<file path="src/rtl/uart_pkg.sv">
// Shared UART types: TX/RX state encodings, CON status bit positions, default divider.
// Latency: n/a (types and constants only).
// Backpressure: n/a.
package uart_pkg;

    // 100 MHz system clock / 9600 baud
    localparam int unsigned BAUD_DIV_DEFAULT = 10417;

    // Bit positions inside the CON status word
    localparam int TX_DONE  = 0;
    localparam int RX_VALID = 1;
    localparam int TX_BUSY  = 2;

    typedef enum logic [1:0] {
        TX_IDLE,
        TX_START,
        TX_DATA,
        TX_STOP
    } tx_state_e;

    typedef enum logic [1:0] {
        RX_IDLE,
        RX_START,
        RX_DATA,
        RX_STOP
    } rx_state_e;

endpackage

</file>
<file path="src/rtl/uart_if.sv">
// Bus-side register interface of the UART: TXD write strobe, CON read strobe, status/data readback.
// Latency: n/a (wires only).
// Backpressure: none; a start strobe while busy is dropped by the slave.
interface uart_if;
    logic [7:0] i_tx_data;
    logic       i_tx_start;
    logic       i_con_read;
    logic [7:0] o_rx_data;
    logic [7:0] o_tx_data;
    logic [2:0] o_con;

    modport master (
        output i_tx_data, i_tx_start, i_con_read,
        input  o_rx_data, o_tx_data, o_con
    );

    modport slave (
        input  i_tx_data, i_tx_start, i_con_read,
        output o_rx_data, o_tx_data, o_con
    );
endinterface

</file>
<file path="src/rtl/uart_bit_timer.sv">
// Loadable down-counter; done pulses in the last cycle of a loaded interval of load_val cycles.
// Latency: done is high load_val cycles after the load edge (reload on done for back-to-back bits).
// Backpressure: none; load always wins over counting.
module uart_bit_timer (
    input  logic        clk,
    input  logic        reset,
    input  logic        load,
    input  logic [15:0] load_val,
    output logic        done
);
    logic [15:0] cnt_q, cnt_d;

    // next count: reload, otherwise count down and park at zero
    always_comb begin
        cnt_d = cnt_q;
        if (load) begin
            cnt_d = load_val;
        end else if (cnt_q != 16'd0) begin
            cnt_d = cnt_q - 16'd1;
        end
    end

    // counter register
    always_ff @(posedge clk or posedge reset) begin
        if (reset) cnt_q <= 16'd0;
        else       cnt_q <= cnt_d;
    end

    // count of one means the interval ends at the coming edge
    assign done = (cnt_q == 16'd1);
endmodule

</file>
<file path="src/rtl/uart_controller.sv">
// 8N1 UART transmitter/receiver with sticky done/valid status cleared by a CON read.
// Latency: TX line drops one edge after start; RX byte lands ~3 cycles after the mid-stop sample.
// Backpressure: start strobes while busy are ignored; new RX bytes overwrite unread ones.
module uart_controller
    import uart_pkg::*;
#(
    parameter int unsigned BAUD_DIV = BAUD_DIV_DEFAULT
) (
    input  logic  clk,
    input  logic  reset,
    input  logic  i_uart_rx,
    output logic  o_uart_tx,
    uart_if.slave bus
);
    localparam logic [15:0] BIT_LEN  = 16'(BAUD_DIV);
    localparam logic [15:0] HALF_LEN = 16'(BAUD_DIV / 2);

    tx_state_e   tx_state_q, tx_state_d;
    logic [2:0]  tx_idx_q, tx_idx_d;
    logic        tx_line_q, tx_line_d;
    logic [7:0]  tx_data_q, tx_data_d;
    logic        tx_busy_q, tx_busy_d;
    logic        tx_done_q, tx_done_d;
    logic        tx_done_set, tx_load, tx_tick;

    logic [1:0]  sync_q, sync_d;
    logic        rx_s;
    rx_state_e   rx_state_q, rx_state_d;
    logic [2:0]  rx_idx_q, rx_idx_d;
    logic [7:0]  rx_shift_q, rx_shift_d;
    logic        rx_ferr_q, rx_ferr_d;
    logic [7:0]  rx_data_q, rx_data_d;
    logic        rx_valid_q, rx_valid_d;
    logic        rx_valid_set, rx_load, rx_tick;
    logic [15:0] rx_load_val;

    uart_bit_timer u_tx_timer (
        .clk(clk), .reset(reset), .load(tx_load), .load_val(BIT_LEN), .done(tx_tick)
    );

    uart_bit_timer u_rx_timer (
        .clk(clk), .reset(reset), .load(rx_load), .load_val(rx_load_val), .done(rx_tick)
    );

    assign rx_s   = sync_q[1];
    assign sync_d = {sync_q[0], i_uart_rx};

    // TX frame sequencing: start bit, 8 data bits LSB first, stop bit
    always_comb begin
        tx_state_d  = tx_state_q;
        tx_idx_d    = tx_idx_q;
        tx_line_d   = tx_line_q;
        tx_data_d   = tx_data_q;
        tx_busy_d   = tx_busy_q;
        tx_done_set = 1'b0;
        tx_load     = 1'b0;
        case (tx_state_q)
            TX_IDLE: if (bus.i_tx_start) begin
                tx_data_d  = bus.i_tx_data;
                tx_state_d = TX_START;
                tx_line_d  = 1'b0;
                tx_busy_d  = 1'b1;
                tx_load    = 1'b1;
            end
            TX_START: if (tx_tick) begin
                tx_state_d = TX_DATA;
                tx_idx_d   = 3'd0;
                tx_line_d  = tx_data_q[0];
                tx_load    = 1'b1;
            end
            TX_DATA: if (tx_tick) begin
                tx_load = 1'b1;
                if (tx_idx_q == 3'd7) begin
                    tx_state_d = TX_STOP;
                    tx_line_d  = 1'b1;
                end else begin
                    tx_idx_d  = tx_idx_q + 3'd1;
                    tx_line_d = tx_data_q[tx_idx_d];
                end
            end
            TX_STOP: if (tx_tick) begin
                tx_state_d  = TX_IDLE;
                tx_busy_d   = 1'b0;
                tx_done_set = 1'b1;
            end
            default: tx_state_d = TX_IDLE;
        endcase
    end

    // RX frame sampling: half-bit start check, mid-bit data samples, stop check
    always_comb begin
        rx_state_d   = rx_state_q;
        rx_idx_d     = rx_idx_q;
        rx_shift_d   = rx_shift_q;
        rx_ferr_d    = rx_ferr_q;
        rx_data_d    = rx_data_q;
        rx_valid_set = 1'b0;
        rx_load      = 1'b0;
        rx_load_val  = BIT_LEN;
        case (rx_state_q)
            RX_IDLE: if (!rx_s) begin
                rx_state_d  = RX_START;
                rx_load     = 1'b1;
                rx_load_val = HALF_LEN;
            end
            RX_START: if (rx_tick) begin
                if (!rx_s) begin
                    rx_state_d = RX_DATA;
                    rx_idx_d   = 3'd0;
                    rx_load    = 1'b1;
                end else begin
                    rx_state_d = RX_IDLE;
                end
            end
            RX_DATA: if (rx_tick) begin
                rx_shift_d = {rx_s, rx_shift_q[7:1]};
                rx_load    = 1'b1;
                if (rx_idx_q == 3'd7) rx_state_d = RX_STOP;
                else                  rx_idx_d   = rx_idx_q + 3'd1;
            end
            RX_STOP: begin
                // after a framing error, hold here until the line returns high
                if (rx_ferr_q) begin
                    if (rx_s) begin
                        rx_state_d = RX_IDLE;
                        rx_ferr_d  = 1'b0;
                    end
                end else if (rx_tick) begin
                    if (rx_s) begin
                        rx_data_d    = rx_shift_q;
                        rx_valid_set = 1'b1;
                        rx_state_d   = RX_IDLE;
                    end else begin
                        rx_ferr_d = 1'b1;
                    end
                end
            end
            default: rx_state_d = RX_IDLE;
        endcase
    end

    // sticky status flags: a set in the same cycle as a CON read wins
    always_comb begin
        tx_done_d  = tx_done_set  | (tx_done_q  & ~bus.i_con_read);
        rx_valid_d = rx_valid_set | (rx_valid_q & ~bus.i_con_read);
    end

    // all state registers; reset returns line idle-high and both FSMs to IDLE
    always_ff @(posedge clk or posedge reset) begin
        if (reset) begin
            tx_state_q <= TX_IDLE;
            tx_idx_q   <= 3'd0;
            tx_line_q  <= 1'b1;
            tx_data_q  <= 8'h00;
            tx_busy_q  <= 1'b0;
            tx_done_q  <= 1'b0;
            sync_q     <= 2'b11;
            rx_state_q <= RX_IDLE;
            rx_idx_q   <= 3'd0;
            rx_shift_q <= 8'h00;
            rx_ferr_q  <= 1'b0;
            rx_data_q  <= 8'h00;
            rx_valid_q <= 1'b0;
        end else begin
            tx_state_q <= tx_state_d;
            tx_idx_q   <= tx_idx_d;
            tx_line_q  <= tx_line_d;
            tx_data_q  <= tx_data_d;
            tx_busy_q  <= tx_busy_d;
            tx_done_q  <= tx_done_d;
            sync_q     <= sync_d;
            rx_state_q <= rx_state_d;
            rx_idx_q   <= rx_idx_d;
            rx_shift_q <= rx_shift_d;
            rx_ferr_q  <= rx_ferr_d;
            rx_data_q  <= rx_data_d;
            rx_valid_q <= rx_valid_d;
        end
    end

    assign o_uart_tx          = tx_line_q;
    assign bus.o_tx_data      = tx_data_q;
    assign bus.o_rx_data      = rx_data_q;
    assign bus.o_con[TX_DONE]  = tx_done_q;
    assign bus.o_con[RX_VALID] = rx_valid_q;
    assign bus.o_con[TX_BUSY]  = tx_busy_q;
endmodule

</file>
<file path="src/flat_wrapper.sv">
// flat-port wrapper written by rule: the top's interface ports become plain ports
module uart_controller_flat import uart_pkg::*;
#(
    parameter int unsigned BAUD_DIV = BAUD_DIV_DEFAULT
)
  (clk, reset, i_uart_rx, o_uart_tx, bus_i_tx_data, bus_i_tx_start, bus_i_con_read, bus_o_rx_data, bus_o_tx_data, bus_o_con);
  uart_if bus_i ();
  input  logic clk;
  input  logic reset;
  input  logic i_uart_rx;
  output logic o_uart_tx;
  input wire logic [$bits(bus_i.i_tx_data)-1:0] bus_i_tx_data;
  input wire logic [$bits(bus_i.i_tx_start)-1:0] bus_i_tx_start;
  input wire logic [$bits(bus_i.i_con_read)-1:0] bus_i_con_read;
  output wire logic [$bits(bus_i.o_rx_data)-1:0] bus_o_rx_data;
  output wire logic [$bits(bus_i.o_tx_data)-1:0] bus_o_tx_data;
  output wire logic [$bits(bus_i.o_con)-1:0] bus_o_con;
  assign bus_i.i_tx_data = bus_i_tx_data;
  assign bus_i.i_tx_start = bus_i_tx_start;
  assign bus_i.i_con_read = bus_i_con_read;
  assign bus_o_rx_data = bus_i.o_rx_data;
  assign bus_o_tx_data = bus_i.o_tx_data;
  assign bus_o_con = bus_i.o_con;
  uart_controller #(.BAUD_DIV(BAUD_DIV)) u_core (.clk(clk), .reset(reset), .i_uart_rx(i_uart_rx), .o_uart_tx(o_uart_tx), .bus(bus_i));
endmodule
</file>
<file path="config.mk">
export PLATFORM = sky130hd
export DESIGN_NAME = uart_controller_flat
export DESIGN_NICKNAME = d
export VERILOG_FILES = /design/src/rtl/uart_pkg.sv /design/src/rtl/uart_if.sv /design/src/rtl/uart_bit_timer.sv /design/src/rtl/uart_controller.sv /design/src/flat_wrapper.sv
export SDC_FILE = /design/constraint.sdc
export NUM_CORES = 1
export LEC_CHECK = 0
export BUFFER_PORTS_ARGS = -buffer_cell sky130_fd_sc_hd__buf_4
export CORE_UTILIZATION = 45
export DETAILED_ROUTE_END_ITERATION = 10
export HOLD_SLACK_MARGIN = 0.02
export PLACE_DENSITY = 0.71
export SLEW_MARGIN = 20
export SYNTH_ARGS = -nofsm -noshare
export SYNTH_HDL_FRONTEND = slang
export SYNTH_HIERARCHICAL = 1
export SYNTH_SLANG_ARGS = --single-unit
export TNS_END_PERCENT = 1
</file>
<file path="constraint.sdc">
create_clock -name clk -period 6.2 [get_ports clk]
set_input_delay 1.55 -clock clk [delete_from_list [all_inputs] [get_ports clk]]
set_output_delay 1.55 -clock clk [all_outputs]
set_load 0.01 [all_outputs]
</file>
==> impl_metrics.ini <==
[detailed_routing]
top_layer = met4
viasPerCell = 5.31
drtAntennaViolNets = 0
route.met2.wl_mm = 3.65
dr.pass1.iters = 4
vias = 2815
drc_errors = 0
routed-wl-met3_um = 209
wl_met1_mm = 3.69
wl_per_cell_um = 14.4
wl_mm = 7.64
drt_iter0_drc = 90

[clock_tree]
cts_hold_buf = 0
ctsResizeCount = 0
path_clk_slew_ns = 0.09
ctsLongestPathBuffers = 2
postCtsSetupBuffers = 0
clock-sinks = 73
clk_latency_ns = 0.36
cts_tree = yes
h-tree-depth = 3
cts_buffers = 9
clock-root-buffer = clkbuf_8

[power_and_ir_drop]
power.leakage_nw = 2.05
p_total_mw = 1.63
comb_power_share = 0.300
pwr-share-seq = 0.456
p_int_mw = 1.04
peakVddDrop_mv = 0.192
power_density_nw_per_um2 = 358
p_switching_mw = 0.589
swShare = 0.361
clock_power_share = 0.244

[grt]
grt_usage = 0.188
antenna_found_initial = 0
grt_pass1_vias = 2724
grt_overflow = 0
grt_max_degree = 42
grt_pass1_wl_mm = 13.0

[worst_setup_path]
cp-start-kind = flop
rr_worst_depth = 8
r2r_start = u_core/u_rx_timer/cnt_q[4]
critPathCaptureType = flop
slowest_delay_ns = 0.88
path_class = flop to flop
cp-startpoint = u_core/u_rx_timer/cnt_q[4]
crit_end = u_core/u_rx_timer/cnt_q[3]
path_max_fanout = 19
r2r_setup_slack_ns = 2.54
r2r_end = u_core/u_rx_timer/cnt_q[3]
cp.arrival_ns = 3.90
required_ns = 6.45
cp_slowest_cell = nor4b_1
cp_cell_sequence = nor4_4 > nand4_1 > nor4b_1 > nand2_1 > o31ai_2 > buf_4 > inv_1 > mux2_2

[job]
cap_violations = 0

[sta]
rsz0062_at_grt = no
setup_viol = 0
tns_ns = 0
skew_ns = 0.00914
maxSlewHeadroom = 0.330
period_minus_slack_ns = 3.66
fin_crit_sh = 0.590
hold_viol = 0
drv_slew = 0
fmax_mhz = 274
worst_pin_slew_ns = 0.991

[yosys]
synth_warnings = 6
ys_seq_elements = 73
syn_inst = 366
synth-edff-count = 0
synth_area_um2 = 3940
async_flop_share = 1.00
synth_cell_types = 50
avgSynthCellArea_um2 = 10.8
yosysSeqAreaShare = 0.464
synthFlopType = dfrtp_1

[hold_path]
hold_class = flop to flop

[die]
rows = 33
die_w_um = 95.6
fp.dieH_um = 95.6
start_util = 0.473
coreArea_um2 = 8340
top_level_ports = 33
die_area_um2 = 9140

[placed_design]
dp_hpwl_mm = 5.24
finalWeightedCongestion = 0.806
portBuffers = 32
placement.cell_area_um2 = 4340

[layout]
antenna_cells = 0
drive_above_1_share = 0.240
multi_input_area_um2 = 2030
n_fill_cell = 733
final_cell_area_um2 = 4560
layout-area-overhead-vs-synth_pct = 15.6
nets = 445
regArea_um2 = 1830

[outcome]
status = complete, no violations
## Yosys cell counts, drive strengths merged (5+ instances only)
cell / number / area, um2
a21oi: 14 / 73.8
a22o: 7 / 61.3
a31oi: 7 / 43.8
inv: 23 / 86.3
nand2: 33 / 124
mux2: 31 / 353
nor4: 10 / 135
xnor2: 6 / 52.6
buf: 7 / 57.6
nand3: 10 / 60.1
o31ai: 15 / 113
xor2: 8 / 70.1
nand2b: 5 / 31.3
or3: 5 / 31.3
nand3b: 5 / 37.5
clkbuf: 7 / 26.3
dfrtp: 70 / 1750
mux2i: 8 / 80.1
ha: 12 / 150
nor2: 21 / 78.8
o21ai: 16 / 80.1
nand4: 8 / 50.1
## state kept, by name (all words and copies together), names as in the netlist, 2 cells and up, named ones only
register                 flops
u_core/bus.o_rx_data         8
u_core/bus.o_tx_data         8
u_core/rx_idx_q              3
u_core/rx_shift_q            8
u_core/sync_q                2
u_core/tx_idx_q              3
u_core/tx_state_q            2
u_core/u_rx_timer/cnt_q     16
u_core/u_tx_timer/cnt_q     16
## metal layers
metal  vias up  global-route usage
li1       1413                   -
met1      1357               0.249
met2        37               0.299
met3         8              0.0574
met4         0              0.0485
met5         -                   0
## area by class of cell
type / instances / area share
Multi-Input combinational cell: 277 / 0.445
Sequential cell: 73 / 0.402
Timing Repair Buffer: 36 / 0.0593
Clock buffer: 10 / 0.0302
Tap cell: 105 / 0.0288
Inverter: 23 / 0.0189
Clock inverter: 6 / 0.0165
## worst min path at each step
| stage | end | start | cells past startpoint | slack [ns] |
|---|---|---|---|---|
| 2_1_floorplan | u_core/sync_q[1] | u_core/sync_q[0] | 0 | 0.35 |
| 3_3_place_gp | u_core/sync_q[1] | u_core/sync_q[0] | 0 | 0.35 |
| 3_5_place_dp | u_core/sync_q[1] | u_core/sync_q[0] | 0 | 0.35 |
| 4_1_cts | u_core/sync_q[1] | u_core/sync_q[0] | 0 | 0.35 |
| 5_1_grt | u_core/sync_q[1] | u_core/sync_q[0] | 0 | 0.35 |
| 6_report | u_core/sync_q[1] | u_core/sync_q[0] | 0 | 0.35 |
## worst max-delay path, delay by kind of cell, from the launching register on
family,cells,cell delay (ns)
AND/OR/NAND/NOR,4,2.13
buffers and inverters,2,0.48
flip-flops,1,0.45
multiplexers,1,0.33
AO/OA/AOI/OAI,1,0.16
## kinds of logic (layout without fill, tap and decap cells)
group | Yosys count | in the layout | synth area share
AO/OA/AOI/OAI | 74 | 74 | 0.127
flip-flops | 73 | 73 | 0.464
XOR/XNOR | 14 | 14 | 0.0311
multiplexers | 41 | 41 | 0.122
AND/OR/NAND/NOR | 113 | 113 | 0.173
other | 2 | 23 | 0.00190
buffers and inverters | 37 | 75 | 0.0432
adder cells (fa/ha/maj) | 12 | 12 | 0.0381
## per-stage QoR
stage	hold WS (ns)	setup slack [ns]	util	instances
after CTS	0.351	2.54	0.546	530
after floorplan	0.345	3.07	-	387
after detailed placement	0.347	2.56	0.521	514
after global placement	0.346	2.76	0.521	514
after global routing	0.354	2.15	0.546	530
final	0.351	2.54	0.546	530
## layout by cell type (no fill, tap or decap), types with 6 or more instances in the layout
cell type  count
a22o_1         7
a31oi_1        7
clkbuf_8      10
ha_1          12
xnor2_1        6
o21ai_0       14
nor2_1        21
nand3_1        8
conb_1        23
inv_1         23
mux2_2        30
mux2i_1        8
nand2_1       33
o31ai_1       14
xor2_1         8
nand4_1        8
dfrtp_1       70
buf_4         36
a21oi_1       13
## power by group through the flow
stage                     Combinational, mW  Clock [mW]  Sequential (mW)
after global routing                  0.549       0.430            0.766
after global placement                0.475           0            0.741
after floorplan                       0.358           0            0.734
final                                 0.489       0.397            0.744
after CTS                             0.494       0.409            0.744
after detailed placement              0.492           0            0.750
Note: power is estimated with default switching activity, not from simulation.
